[src/rtl/bd_pkg.sv]
// Shared types and parameter limits for the bd_tx 4-phase bundled-data transmitter.
package bd_pkg;

  typedef enum logic [1:0] {
    IDLE,
    SETUP,
    REQ_HI,
    RTZ
  } state_t;

  localparam int SETUP_CYC_MIN   = 1;
  localparam int SETUP_CYC_MAX   = 15;
  localparam int SYNC_STAGES_MIN = 2;
  localparam int SYNC_STAGES_MAX = 4;

  // Setup counter is sized for the largest legal SETUP_CYC.
  localparam int SETUP_W = $clog2(SETUP_CYC_MAX + 1);

  function automatic int clamp(int v, int lo, int hi);
    if (v < lo) return lo;
    if (v > hi) return hi;
    return v;
  endfunction

endpackage

[src/rtl/sync_ff.sv]
// Multi-flop synchronizer with asynchronous clear to 0; also used as the reset-release synchronizer.
module sync_ff #(
  parameter int STAGES = 2
) (
  input  logic clk,
  input  logic rst_n,
  input  logic din,
  output logic dout
);

  logic [STAGES-1:0] q;

  // NOTE: sequential state uses non-blocking assignments so every flop samples pre-edge values.
  always_ff @(posedge clk or negedge rst_n) begin
    if (!rst_n) q <= '0;
    else        q <= {q[STAGES-2:0], din};
  end

  assign dout = q[STAGES-1];

endmodule

[src/rtl/bd_tx.sv]
// Clocked 4-phase bundled-data transmitter: 2-entry FIFO feeding a req/ack handshake FSM.
module bd_tx
  import bd_pkg::*;
#(
  parameter int N           = 32,
  parameter int SETUP_CYC   = 2,
  parameter int SYNC_STAGES = 2
) (
  input  logic         clk,
  input  logic         rst,
  input  logic         in_valid,
  output logic         in_ready,
  input  logic [N-1:0] in_d,
  output logic         req,
  output logic [N-1:0] d,
  input  logic         ack,
  output logic [1:0]   count,
  output logic         err
);

  localparam int SETUP_EFF = clamp(SETUP_CYC, SETUP_CYC_MIN, SETUP_CYC_MAX);
  localparam int SYNC_EFF  = clamp(SYNC_STAGES, SYNC_STAGES_MIN, SYNC_STAGES_MAX);
  localparam logic [SETUP_W-1:0] SETUP_LAST = SETUP_W'(SETUP_EFF - 1);

  logic               rst_n;
  logic               ack_s;
  logic [N-1:0]       mem [2];
  logic               wr_ptr;
  logic               rd_ptr;
  logic               ready_en;
  logic               push;
  logic               pop;
  state_t             state;
  logic [SETUP_W-1:0] setup_cnt;

  // Reset asserts immediately but releases synchronously to clk.
  sync_ff #(.STAGES(2)) u_rst_sync (
    .clk   (clk),
    .rst_n (rst),
    .din   (1'b1),
    .dout  (rst_n)
  );

  sync_ff #(.STAGES(SYNC_EFF)) u_ack_sync (
    .clk   (clk),
    .rst_n (rst_n),
    .din   (ack),
    .dout  (ack_s)
  );

  assign in_ready = ready_en & (count != 2'd2);
  assign push     = in_valid & in_ready;
  assign pop      = (state == RTZ) & ~ack_s;

  // NOTE: FIFO storage is not reset; an entry is only read while count says it holds a word.
  always_ff @(posedge clk) begin
    if (push) mem[wr_ptr] <= in_d;
  end

  always_ff @(posedge clk or negedge rst_n) begin
    if (!rst_n) begin
      ready_en <= 1'b0;
      wr_ptr   <= 1'b0;
      rd_ptr   <= 1'b0;
      count    <= 2'd0;
    end else begin
      ready_en <= 1'b1;
      if (push) wr_ptr <= ~wr_ptr;
      if (pop)  rd_ptr <= ~rd_ptr;
      if (push && !pop)      count <= count + 2'd1;
      else if (!push && pop) count <= count - 2'd1;
    end
  end

  always_ff @(posedge clk or negedge rst_n) begin
    if (!rst_n) begin
      state     <= IDLE;
      req       <= 1'b0;
      d         <= '0;
      err       <= 1'b0;
      setup_cnt <= '0;
    end else begin
      case (state)
        IDLE: begin
          if (ack_s) begin
            err <= 1'b1;
          end else if (count != 2'd0) begin
            d         <= mem[rd_ptr];
            setup_cnt <= '0;
            state     <= SETUP;
          end
        end
        SETUP: begin
          // A stray ack during setup is flagged and the launch waits for it to clear.
          if (ack_s) begin
            err <= 1'b1;
          end else if (setup_cnt == SETUP_LAST) begin
            req   <= 1'b1;
            state <= REQ_HI;
          end else begin
            setup_cnt <= setup_cnt + 1'b1;
          end
        end
        REQ_HI: begin
          if (ack_s) begin
            req   <= 1'b0;
            state <= RTZ;
          end
        end
        RTZ: begin
          if (!ack_s) state <= IDLE;
        end
        default: state <= IDLE;
      endcase
    end
  end

endmodule
[config.mk]
export PLATFORM = sky130hd
export DESIGN_NAME = bd_tx
export DESIGN_NICKNAME = d
export VERILOG_FILES = /design/src/rtl/bd_pkg.sv /design/src/rtl/sync_ff.sv /design/src/rtl/bd_tx.sv
export SDC_FILE = /design/constraint.sdc
export NUM_CORES = 1
export LEC_CHECK = 0
export ABC_AREA = 1
export BUFFER_PORTS_ARGS = -buffer_cell sky130_fd_sc_hd__buf_2
export CAP_MARGIN = 15
export CORE_MARGIN = 2
export CORE_UTILIZATION = 50
export DETAILED_ROUTE_END_ITERATION = 6
export GPL_ROUTABILITY_DRIVEN = 1
export HOLD_SLACK_MARGIN = 0.05
export PLACE_DENSITY = 0.72
export SLEW_MARGIN = 25
export SYNTH_ARGS = -nofsm -noshare
export SYNTH_HDL_FRONTEND = slang
export SYNTH_HIERARCHICAL = 1
export SYNTH_SLANG_ARGS = --single-unit
[constraint.sdc]
create_clock -name clk -period 1.6 [get_ports clk]
set_input_delay 0 -clock clk [delete_from_list [all_inputs] [get_ports clk]]
set_output_delay 0 -clock clk [all_outputs]
set_load 0.005 [all_outputs]
==> key figures <==
Drt
  • Top routing layer in use: met4
  • First DRT Iteration DRCs: 242
  • Total wire length: 8.740 mm
  • Antenna Nets Post-Route: 0
  • Routed via count: 2962
  • Vias/cell: 5.081
  • Met1 WL: 3.529 mm
  • DR WL met2: 4.534 mm
  • WL met3: 481 um
  • Routed WL per cell: 14.99 um
  • DRC: 0
  • First-pass DRT Iterations: 5

Layout
  • Fin cells: 583
  • Nets: 509
  • N_diodes: 0
  • Layout area overhead: 37.17%
  • Fin util: 71.08%
  • Fraction of layout cells with a size suffix above 1: 27.62%

Logic synthesis
  • Library cells used by synthesis: 27
  • Syn_area_per_cell: 12.71 um^2
  • Yosys warns: 6
  • Ys flop type: edfxtp_1
  • Mapped Cells: 335
  • EDFF count, synth: 64
  • Synth Cell Area: 4258 um^2
  • #FFs+latches synth: 113
  • Async set-reset flop share out of synthesis: 43.36%
  • Post-synthesis sequential area ratio: 73.93%

Clock tree
  • Sinks on Clock Net: 113
  • CTS tree: yes
  • CTS H-tree depth: 4
  • Root buf cell: clkbuf_8
  • CTS Buffer Depth: 2
  • Worst skew pair latency: 500 ps
  • Clk slew on worst S/H paths: 60 ps
  • TritonCTS Buffers: 17

Run
  • Max-cap violations: 0

Placed design
  • GP Congestion: 0.7719
  • DP Worst Slack: 34.70 ps
  • I/O Buffers: 72
  • Post-DP HPWL: 4.677 mm
  • DP Cell Count: 510

Timing
  • Setup-failing EPs final: 0
  • Post-layout min period: 1593 ps
  • Worst Skew: 10.80 ps
  • Slew Viols, Final: 0
  • Max frequency: 627.8 MHz
  • Final WS setup: 7.054 ps
  • RSZ-0062 raised after global routing: yes
  • Final Hold Fails: 0
  • Final worst path period share: 99.56%

Hold path
  • Class of the worst hold path: in2reg
  • Hold path cells: 2

Global routing
  • Number of global-route vias before repair: 2855
  • First-pass GRT wire length: 13.50 mm
  • GRT Total Usage: 20.30%
  • Largest net degree at the start of global routing: 35
  • Total grt overflow: 0
  • Initial antenna violation count: 0

Die
  • Core area: 8217 um^2
  • Row count: 33
  • Die Y: 96.28 um
  • Die area: 9270 um^2
  • Initial core utilization: 51.82%
  • Die X-Extent: 96.28 um
  • Number of I/O pins: 73

Setup path
  • Startpoint Class: flip-flop
  • R2R depth: 7
  • CP Max Fanout: 34
  • Critical Path AT: 2000 ps
  • CP required: 2000 ps
  • Setup crit end kind: flip-flop
  • Crit Path Class: reg2reg

Pwr
  • PwrDens: 1894 nW/um^2
  • Lkg Pwr: 0.002473 uW
  • Worst VDD drop: 1.045 mV

Outcome
  • Status: finished, final reports clean
## repair_timing
item,4_1_cts,5_1_grt
endpoints found under the setup margin,3,17
pin swaps,1,2
hold buffers,36,0
setup buffers,0,5
resized for setup,1,3
hold endpoints to repair,68,0
## registers in the layout, indices dropped and copies added, names as in the netlist, 2 cells and up
name / flops
mem: 64
d: 32
setup_cnt: 4
count: 2
state: 2
u_ack_sync/q: 2
u_rst_sync/q: 2
## cells in the mapped netlist, drive strengths merged, types with 3 or more instances
| library cell | count | area share, % |
|---|---|---|
| nand2 | 90 | 8.0 |
| edfxtp | 64 | 45 |
| dfrtp | 49 | 29 |
| nor2 | 41 | 4.2 |
| a31oi | 32 | 4.7 |
| inv | 13 | 1.1 |
| buf | 10 | 1.6 |
| ha | 8 | 2.4 |
| nand3 | 6 | 0.71 |
| clkbuf | 3 | 0.26 |
| nand4 | 3 | 0.44 |
| o21ai | 3 | 0.35 |
| xor2 | 3 | 0.62 |
## worst max-delay path: stages (launching register included)
cell     delay (ps)
dfrtp_1         420
inv_1           130
ha_2            240
nand2_2         100
nor2_8          130
buf_12          200
nor2_1           60
a31oi_1         220
## metal layers
metal	GRT usage [%]	up-vias
met4	10.48	0
met3	6.656	18
met1	22.79	1431
met2	34.43	105
met5	0	-
li1	-	1408
## cells in the final DEF (no fill, tap or decap), drive strengths merged, types with 2 or more instances in the layout
cell | netlist | final
dfrtp | 49 | 49
xor2 | 3 | 3
nand2 | 90 | 90
inv | 13 | 13
clkinv | 0 | 6
clkbuf | 3 | 22
nand3 | 6 | 6
ha | 8 | 8
bufinv | 0 | 3
o21ai | 3 | 3
buf | 10 | 87
nand3b | 2 | 2
nor2 | 41 | 41
edfxtp | 64 | 64
dlygate4sd3 | 0 | 36
a31oi | 32 | 32
xnor2 | 2 | 2
nand4 | 3 | 3
conb | 1 | 2
## logic make-up after synthesis
kind of cell / after synthesis / synth area share (%)
xor+xnor: 5 / 1.029
compound gates: 39 / 5.701
buf+inv: 26 / 3.026
fa+ha+maj: 8 / 2.351
simple gates: 143 / 13.87
other cells: 1 / 0.08807
flops: 113 / 73.93
## area by class of cell
cell class	count	area (um^2)
Sequential cell	113	3151
Fill cell	542	2376
Multi-Input combinational cell	197	1013
Timing Repair Buffer	123	908.4
Clock buffer	22	452.9
Clock inverter	10	135.1
Tap cell	105	131.4
Inverter	13	48.80
## power by group
part           internal (uW)  switching [uW]  leakage [uW]
Combinational           1350            1770       0.00104
Clock                   2440            1250      0.000289
Sequential              3860             397       0.00114
## final timing paths
kind	startpoint	endpoint	slack, ps
max in group asynchronous	u_rst_sync/q[1]$_DFF_PN0_	count[0]$_DFFE_PN0P_	840
hold reg to reg	u_rst_sync/q[1]$_DFF_PN0_	d[21]$_DFFE_PN0P_	220
setup / recovery	state[0]$_DFFE_PN0P_	d[21]$_DFFE_PN0P_	7
min in group asynchronous	u_rst_sync/q[1]$_DFF_PN0_	d[21]$_DFFE_PN0P_	220
hold / removal	ack	u_ack_sync/q[0]$_DFF_PN0_	140
setup reg to reg	state[0]$_DFFE_PN0P_	d[21]$_DFFE_PN0P_	7
## per-stage QoR
| step | instance area (um^2) | power (uW) | TNS [ps] | hold slack (ps) |
|---|---|---|---|---|
| after global routing | 5841 | 11700 | -357.1 | 146.8 |
| after floorplan | 4284 | 6023 | -5054 | -295.6 |
| after global placement | 4847 | 6995 | 0 | -215.3 |
| after detailed placement | 4847 | 7105 | 0 | -213.7 |
| final | 5841 | 11060 | 0 | 143.5 |
| after CTS | 5798 | 10930 | 0 | 128.3 |
Power figures use the tool's default switching activity.
